<file path="config.mk">
export PLATFORM = sky130hd
export DESIGN_NAME = mem_stage
export DESIGN_NICKNAME = d
export VERILOG_FILES = /design/src/rtl/arm_pkg.sv /design/src/rtl/mem_wb_reg.sv /design/src/rtl/mem_stage.sv
export SDC_FILE = /design/constraint.sdc
export NUM_CORES = 1
export LEC_CHECK = 0
export BUFFER_PORTS_ARGS = -buffer_cell sky130_fd_sc_hd__buf_2
export CAP_MARGIN = 20
export CORE_ASPECT_RATIO = 1.4
export CORE_MARGIN = 2
export CORE_UTILIZATION = 50
export DETAILED_ROUTE_END_ITERATION = 16
export PLACE_DENSITY_LB_ADDON = 0.1
export SLEW_MARGIN = 20
export SYNTH_ARGS = -nofsm -noshare
export SYNTH_HDL_FRONTEND = slang
export SYNTH_SLANG_ARGS = --single-unit
</file>
<file path="constraint.sdc">
create_clock -name clk -period 4.4 [get_ports clk]
set_input_delay 0.88 -clock clk [delete_from_list [all_inputs] [get_ports clk]]
set_output_delay 0.88 -clock clk [all_outputs]
set_load 0.05 [all_outputs]
</file>
<file path="src/rtl/arm_pkg.sv">
// Shared types and constants for the MEM pipeline stage.
package arm_pkg;

  typedef enum logic [1:0] {
    S_IDLE = 2'd0,
    S_WAIT = 2'd1,
    S_DONE = 2'd2
  } mem_state_t;

  localparam logic [31:0] ADDR_BASE_DEFAULT = 32'd1024;

  // Word offset from the base; the subtraction wraps and the byte lane is dropped.
  function automatic logic [29:0] word_offset(input logic [31:0] addr, input logic [31:0] base);
    logic [31:0] diff;
    diff = addr - base;
    return diff[31:2];
  endfunction

endpackage

</file>
<file path="src/rtl/mem_wb_reg.sv">
// MEM/WB pipeline register: loads the presented fields, or a bubble when load is low.
module mem_wb_reg (
  input  logic        clk,
  input  logic        rst,
  input  logic        load,
  input  logic        wb_en_in,
  input  logic        mem_read_in,
  input  logic [31:0] alu_in,
  input  logic [31:0] mem_data_in,
  input  logic [3:0]  dest_in,
  output logic        wb_en,
  output logic        mem_read,
  output logic [31:0] ALU_result,
  output logic [31:0] mem_data,
  output logic [3:0]  dest
);

  logic        wb_en_q, wb_en_d;
  logic        mem_read_q, mem_read_d;
  logic [31:0] alu_q, alu_d;
  logic [31:0] mem_data_q, mem_data_d;
  logic [3:0]  dest_q, dest_d;

  always_comb begin
    wb_en_d    = 1'b0;
    mem_read_d = 1'b0;
    alu_d      = '0;
    mem_data_d = '0;
    dest_d     = '0;
    if (load) begin
      wb_en_d    = wb_en_in;
      mem_read_d = mem_read_in;
      alu_d      = alu_in;
      mem_data_d = mem_data_in;
      dest_d     = dest_in;
    end
  end

  always_ff @(posedge clk or negedge rst) begin
    if (!rst) begin
      wb_en_q    <= 1'b0;
      mem_read_q <= 1'b0;
      alu_q      <= '0;
      mem_data_q <= '0;
      dest_q     <= '0;
    end else begin
      wb_en_q    <= wb_en_d;
      mem_read_q <= mem_read_d;
      alu_q      <= alu_d;
      mem_data_q <= mem_data_d;
      dest_q     <= dest_d;
    end
  end

  assign wb_en      = wb_en_q;
  assign mem_read   = mem_read_q;
  assign ALU_result = alu_q;
  assign mem_data   = mem_data_q;
  assign dest       = dest_q;

endmodule

</file>
<file path="src/rtl/mem_stage.sv">
// MEM stage: req/ack data-memory handshake, upstream freeze and MEM/WB register.
// Define MEM_RANGE_CHECK_EN to drop accesses that fall beyond the data memory.
module mem_stage
  import arm_pkg::*;
#(
  parameter logic [31:0] ADDR_BASE = ADDR_BASE_DEFAULT,
  parameter int          ADDR_W    = 6
) (
  input  logic              clk,
  input  logic              rst,
  input  logic              wb_en_in,
  input  logic              mem_read_in,
  input  logic              mem_write_in,
  input  logic [31:0]       ALU_result_in,
  input  logic [31:0]       valRm_in,
  input  logic [3:0]        dest_in,
  output logic              mem_req,
  output logic              mem_we,
  output logic [ADDR_W-1:0] mem_addr,
  output logic [31:0]       mem_wdata,
  input  logic [31:0]       mem_rdata,
  input  logic              mem_ack,
  output logic              freeze,
  output logic              wb_en,
  output logic              mem_read,
  output logic [31:0]       ALU_result,
  output logic [31:0]       mem_data,
  output logic [3:0]        dest
);

  mem_state_t        state_q, state_d;
  logic              mem_req_q, mem_req_d;
  logic              mem_we_q, mem_we_d;
  logic [ADDR_W-1:0] mem_addr_q, mem_addr_d;
  logic [31:0]       mem_wdata_q, mem_wdata_d;
  logic [31:0]       rdata_q, rdata_d;
  logic              hold_wb_en_q, hold_wb_en_d;
  logic              hold_mem_read_q, hold_mem_read_d;
  logic [31:0]       hold_alu_q, hold_alu_d;
  logic [3:0]        hold_dest_q, hold_dest_d;

  logic [29:0] word_off;
  logic        mem_op;
  logic        drop_access;
  logic        freeze_c;

  assign word_off = word_offset(ALU_result_in, ADDR_BASE);
  assign mem_op   = mem_read_in | mem_write_in;

`ifdef MEM_RANGE_CHECK_EN
  assign drop_access = |word_off[29:ADDR_W];
`else
  assign drop_access = 1'b0;
`endif

  always_comb begin
    state_d         = state_q;
    mem_req_d       = mem_req_q;
    mem_we_d        = mem_we_q;
    mem_addr_d      = mem_addr_q;
    mem_wdata_d     = mem_wdata_q;
    rdata_d         = rdata_q;
    hold_wb_en_d    = hold_wb_en_q;
    hold_mem_read_d = hold_mem_read_q;
    hold_alu_d      = hold_alu_q;
    hold_dest_d     = hold_dest_q;
    freeze_c        = 1'b0;
    case (state_q)
      S_IDLE: begin
        if (mem_op) begin
          freeze_c        = 1'b1;
          hold_wb_en_d    = wb_en_in;
          hold_mem_read_d = mem_read_in;
          hold_alu_d      = ALU_result_in;
          hold_dest_d     = dest_in;
          rdata_d         = '0;
          if (drop_access) begin
            state_d = S_DONE;
          end else begin
            mem_req_d   = 1'b1;
            mem_we_d    = mem_write_in;
            mem_addr_d  = word_off[ADDR_W-1:0];
            mem_wdata_d = valRm_in;
            state_d     = S_WAIT;
          end
        end
      end
      S_WAIT: begin
        freeze_c = 1'b1;
        if (mem_ack) begin
          rdata_d   = mem_rdata;
          mem_req_d = 1'b0;
          state_d   = S_DONE;
        end
      end
      S_DONE:  state_d = S_IDLE;
      default: state_d = S_IDLE;
    endcase
  end

  always_ff @(posedge clk or negedge rst) begin
    if (!rst) begin
      state_q         <= S_IDLE;
      mem_req_q       <= 1'b0;
      mem_we_q        <= 1'b0;
      mem_addr_q      <= '0;
      mem_wdata_q     <= '0;
      rdata_q         <= '0;
      hold_wb_en_q    <= 1'b0;
      hold_mem_read_q <= 1'b0;
      hold_alu_q      <= '0;
      hold_dest_q     <= '0;
    end else begin
      state_q         <= state_d;
      mem_req_q       <= mem_req_d;
      mem_we_q        <= mem_we_d;
      mem_addr_q      <= mem_addr_d;
      mem_wdata_q     <= mem_wdata_d;
      rdata_q         <= rdata_d;
      hold_wb_en_q    <= hold_wb_en_d;
      hold_mem_read_q <= hold_mem_read_d;
      hold_alu_q      <= hold_alu_d;
      hold_dest_q     <= hold_dest_d;
    end
  end

  // Reset forces freeze low even while the inputs still show a memory op.
  assign freeze    = rst & freeze_c;
  assign mem_req   = mem_req_q;
  assign mem_we    = mem_we_q;
  assign mem_addr  = mem_addr_q;
  assign mem_wdata = mem_wdata_q;

  logic        out_wb_en, out_mem_read;
  logic [31:0] out_alu, out_mem_data;
  logic [3:0]  out_dest;

  always_comb begin
    if (state_q == S_DONE) begin
      out_wb_en    = hold_wb_en_q;
      out_mem_read = hold_mem_read_q;
      out_alu      = hold_alu_q;
      out_dest     = hold_dest_q;
      out_mem_data = hold_mem_read_q ? rdata_q : '0;
    end else begin
      out_wb_en    = wb_en_in;
      out_mem_read = mem_read_in;
      out_alu      = ALU_result_in;
      out_dest     = dest_in;
      out_mem_data = '0;
    end
  end

  mem_wb_reg u_mem_wb_reg (
    .clk         (clk),
    .rst         (rst),
    .load        (!freeze),
    .wb_en_in    (out_wb_en),
    .mem_read_in (out_mem_read),
    .alu_in      (out_alu),
    .mem_data_in (out_mem_data),
    .dest_in     (out_dest),
    .wb_en       (wb_en),
    .mem_read    (mem_read),
    .ALU_result  (ALU_result),
    .mem_data    (mem_data),
    .dest        (dest)
  );

endmodule

</file>
======== Word level (Yosys, flattened, before mapping) ========
Index checks and enable logic that the tools add are counted.
operators by class
  add/subtract/negate cells ............... 1
  equal/unequal tests ..................... 4
  reduce and logical (&&, ||, !) cells .... 5
  muxes and demuxes ....................... 22
  bitwise logic cells ..................... 2
operators by type and width
  cell                                                  number
  2-to-1 mux 32 bit                                     7
  one-hot mux 32 bit (2 select lines)                   1
  2-to-1 mux 4 bit                                      2
  subtractor 8 x 1 -> 8 bit (second input constant)     1
  2-to-1 mux 1 bit                                      7
  2-to-1 mux 2 bit                                      2
  != test 2 bit (second input constant)                 2
  one-hot mux 1 bit (2 select lines)                    2
  one-hot mux 2 bit (2 select lines)                    1
  AND reduction 2 bit                                   2
  AND reduction 3 bit                                   1
  equality test 2 x 1 -> 1 bit (second input constant)  1
  equality test 2 bit (second input constant)           1
  zero test 2 bit                                       1
  nonzero test 2 bit                                    1
  AND 1 bit                                             1
  bitwise OR 1 bit                                      1
storage, ports and cells
  output and inout bits ................... 111
  bits in registers ....................... 182
  input bits .............................. 106
  logic and storage cells ................. 49

======== Logic depth before layout (Yosys ltp) ========
  depth in word-level cells ............... 5
  gate-level depth with buffers ........... 5

======== Modules after synthesis ========
A second synthesis with hierarchy kept.
unflattened totals
  cells, all modules ...................... 472
  area, all modules ....................... 7,188.1 um^2
by module, submodules not included
  module      times used  cells each  area an instance (um^2)  seq. area each (um^2)
  mem_stage   1           325         4,909.7                  2,652.5
  mem_wb_reg  1           147         2,278.4                  1,751.7

======== Worst setup path after synthesis ========
No wires, ideal clock.
  kind .................................... input-to-output
  from .................................... input port mem_read_in
  to ...................................... output port freeze
  data required time ...................... 3.520 ns
  arrival ................................. 1.821 ns
  buffers on the path ..................... 1
  stages .................................. 3
  slack ................................... 1.699 ns
  cells stage by stage .................... nor3_1 -> nor3b_1 -> clkbuf_1
on the way
  longest elaborated chain between the ends .. 4
RTL lines
  item                                line              source
  from (decl)                         mem_stage.sv:12   input logic mem_read_in,
  bitwise OR 1 bit                    mem_stage.sv:48   assign mem_op = mem_read_in | mem_write_in;
  2-to-1 mux 1 bit                    mem_stage.sv:70   if (mem_op) begin
  one-hot mux 1 bit (2 select lines)  mem_stage.sv:68   case (state_q)
  AND 1 bit                           mem_stage.sv:128  assign freeze = rst & freeze_c;
  to (decl)                           mem_stage.sv:23   output logic freeze,
No other way between the ends.

======== Worst setup path in the final report ========
Ends and elaborated chain as after synthesis.

==> flow_summary.ini <==
[outcome]
outcome = finished, final reports clean

[route]
drc = 0
ant_nets = 0
via_per_inst = 5.05
detail_route.first_pass.iterations = 5
num_vias = 4428
drt_iter0_markers = 160
routed_wl_um = 15200
routedWlPerCell_um = 17.4

[floorplanning]
die_x_um = 103
die_y_um = 142
core.rowCount = 50
start_util_pct = 51.2
dieArea_sq_mm = 0.0147
pin_count = 217
coreArea_sq_mm = 0.0134

[critical_path]
r2r-end = mem_wdata[23]
ff2ff_setup_slack_ps = 2040
crit_fanout = 5
reg2reg_from = state_q[1]
required_ps = 3520
start_kind = input pin
r2r_cells = 4
cp.arrival_ps = 1630
end_kind = output port
path_class = in -> out

[hold_path]
hold_path_class = in -> async

[logic_synthesis]
ys_seq_elements = 176
synth_edf_count = 0
synth_top_cell_by_area = dfrtp_1
synth_commonest_cells = dfrtp_1, nand2_1, mux2_4
syn_area_sq_mm = 0.00685
synth_most_common_cell = dfrtp_1
syn-num-nets = 586
yosys.area.top_type_share_pct = 64.3
syn_inst = 480
synth_cell_types = 25
synth_ff_type = dfrtp_1
synthTopCellsByArea = dfrtp_1, mux2_4, nand2_1
synth.avg_cell_area_sq_um = 14.3
async_flop_share_pct = 100
yosys_warnings = 0
yosysSeqAreaShare_pct = 64.3

[clock_tree]
postCtsSetupBuffers = 0
clk_pin_slew_ps = 60
hold_buffers = 0
tritoncts = built
cts.path.max_buffers = 2
htreeDepth = 4
clk_latency_ps = 420
cts_sinks = 176
cts_root_buf = clkbuf_16
ctsResizeCount = 0
cts_buffers = 17

[timing]
tns_ps = 0
worst_pin_slew_ps = 973
min_period_ps = 2510
slew_headroom_pct = 35.1
whs_ps = 269
final-setup-viol-count = 0
fmax_mhz = 398
fin_skew_ps = 5.23
rsz0062_at_grt = no
drv_slew = 0
min_period_over_period_pct = 57.2
hold_viol = 0

[final_layout]
area_delta_synth_final_pct = 23.9
fillers = 1105
drive_gt1_share_pct = 47.0
final_nets = 788

[flow_run]
max_cap_violations = 0

[placement]
dpl.hpwl_um = 9930
globalplace.congestion = 0.768
io_buffers = 216

[global_routing]
grt_usage_pct = 21.4
grt_pass1_wl_um = 23800
grt_pass1_vias = 4715
gr-total-overflow = 0
antenna_found_initial = 1
grt_max_degree = 86

[power_and_ir_drop]
leakagePower_uw = 0.00457
power.density_cell_area_mw_per_mm2 = 818
vdd_drop_max_mv = 0.347
cell families after synthesis:
| group | synth area share (%) |
|---|---|
| AOI/OAI and AO/OA | 7.49 |
| and+or+nand+nor | 8.31 |
| DFF | 64.3 |
| muxes | 15.1 |
| buffers and inverters | 4.84 |
layout make-up:
cell class | instances | area [sq um] | share of cell area (%)
clock buffers | 24 | 472 | 5.56
well taps | 182 | 228 | 2.68
inverters | 1 | 3.75 | 0.0442
flip-flops and latches | 176 | 4400 | 51.9
clock inverters | 6 | 108 | 1.27
diodes | 1 | 2.50 | 0.0295
multi-input cells | 263 | 2130 | 25.1
repair buffers | 223 | 1140 | 13.5
cell usage in the layout (no fill, tap or decap):
cell type   netlist  layout
a21o_1            1       1
a21oi_1          38      38
a21oi_4           1       1
a22o_1           33      33
a22o_2            1       1
and2_4            1       1
and3_1           32      32
and3b_1           1       1
buf_2            11     215
buf_4             9       6
buf_6             0       2
bufinv_16         0       3
clkbuf_1         10       5
clkbuf_16         0      17
clkbuf_8          0       2
clkinv_2          0       2
clkinvlp_4        0       1
dfrtp_1         176     176
diode_2           0       1
inv_1             1       1
mux2_2            1       1
mux2_4           68      68
nand2_1          78      78
nand2b_2          0       1
nor2_4            1       1
nor2b_4           0       1
nor3_1            1       1
nor3b_1           2       1
nor3b_2           0       1
or2_2             1       1
or2_4             1       1
metal layers:
layer	GRT usage, %	vias up	wire (um)
met1	25.9	2210	6260
met5	0	-	0
met3	6.34	28	915
met4	9.56	0	411
met2	35.2	157	7640
li1	-	2033	-
power by group:
group	switching (uW)	total (uW)	internal, uW
clock	583	1500	916
sequential	352	2560	2210
combinational	1840	2880	1040
total	2770	6950	4170
critical path, cell delays in order:
cell and delay [ps]:
buf_2 130, nor3_1 300, nor3b_2 90, buf_2 230
sequential cells by signal, indices dropped and copies added (netlist names):
register	flops
mem_wdata	32
rdata_q	32
u_mem_wb_reg.ALU_result	32
u_mem_wb_reg.mem_data	32
hold_alu_q	27
mem_addr	5
hold_dest_q	4
u_mem_wb_reg.dest	4
state_q	2
hold_mem_read_q	1
hold_wb_en_q	1
mem_req	1
mem_we	1
u_mem_wb_reg.mem_read	1
u_mem_wb_reg.wb_en	1
metrics by stage:
| stage | power, uW | util [%] | setup slack (ps) | cell area, sq um | std cells |
|---|---|---|---|---|---|
| 2_1_floorplan | 4980 | - | 1700 | 6850 | 480 |
| 3_3_place_gp | 5410 | 59.0 | 1670 | 7910 | 845 |
| 3_5_place_dp | 5480 | 59.0 | 1620 | 7910 | 845 |
| 4_1_cts | 7010 | 63.4 | 1870 | 8480 | 875 |
| 5_1_grt | 7300 | 63.4 | 1850 | 8490 | 876 |
| 6_report | 6950 | 63.4 | 1890 | 8490 | 876 |
how the worst max path moves through the flow:
stage / from / endpoint / slack (ps) / depth (start not counted)
detailed placement: mem_read_in / mem_wdata[26] / 1620 / 5
CTS: mem_read_in / freeze / 1870 / 4
global route: state_q[0] / freeze / 1850 / 3
global placement: mem_read_in / hold_alu_q[13] / 1670 / 5
floorplan: mem_read_in / freeze / 1700 / 3
finish: mem_read_in / freeze / 1890 / 4
No activity file was read; power rests on OpenSTA's default activity.
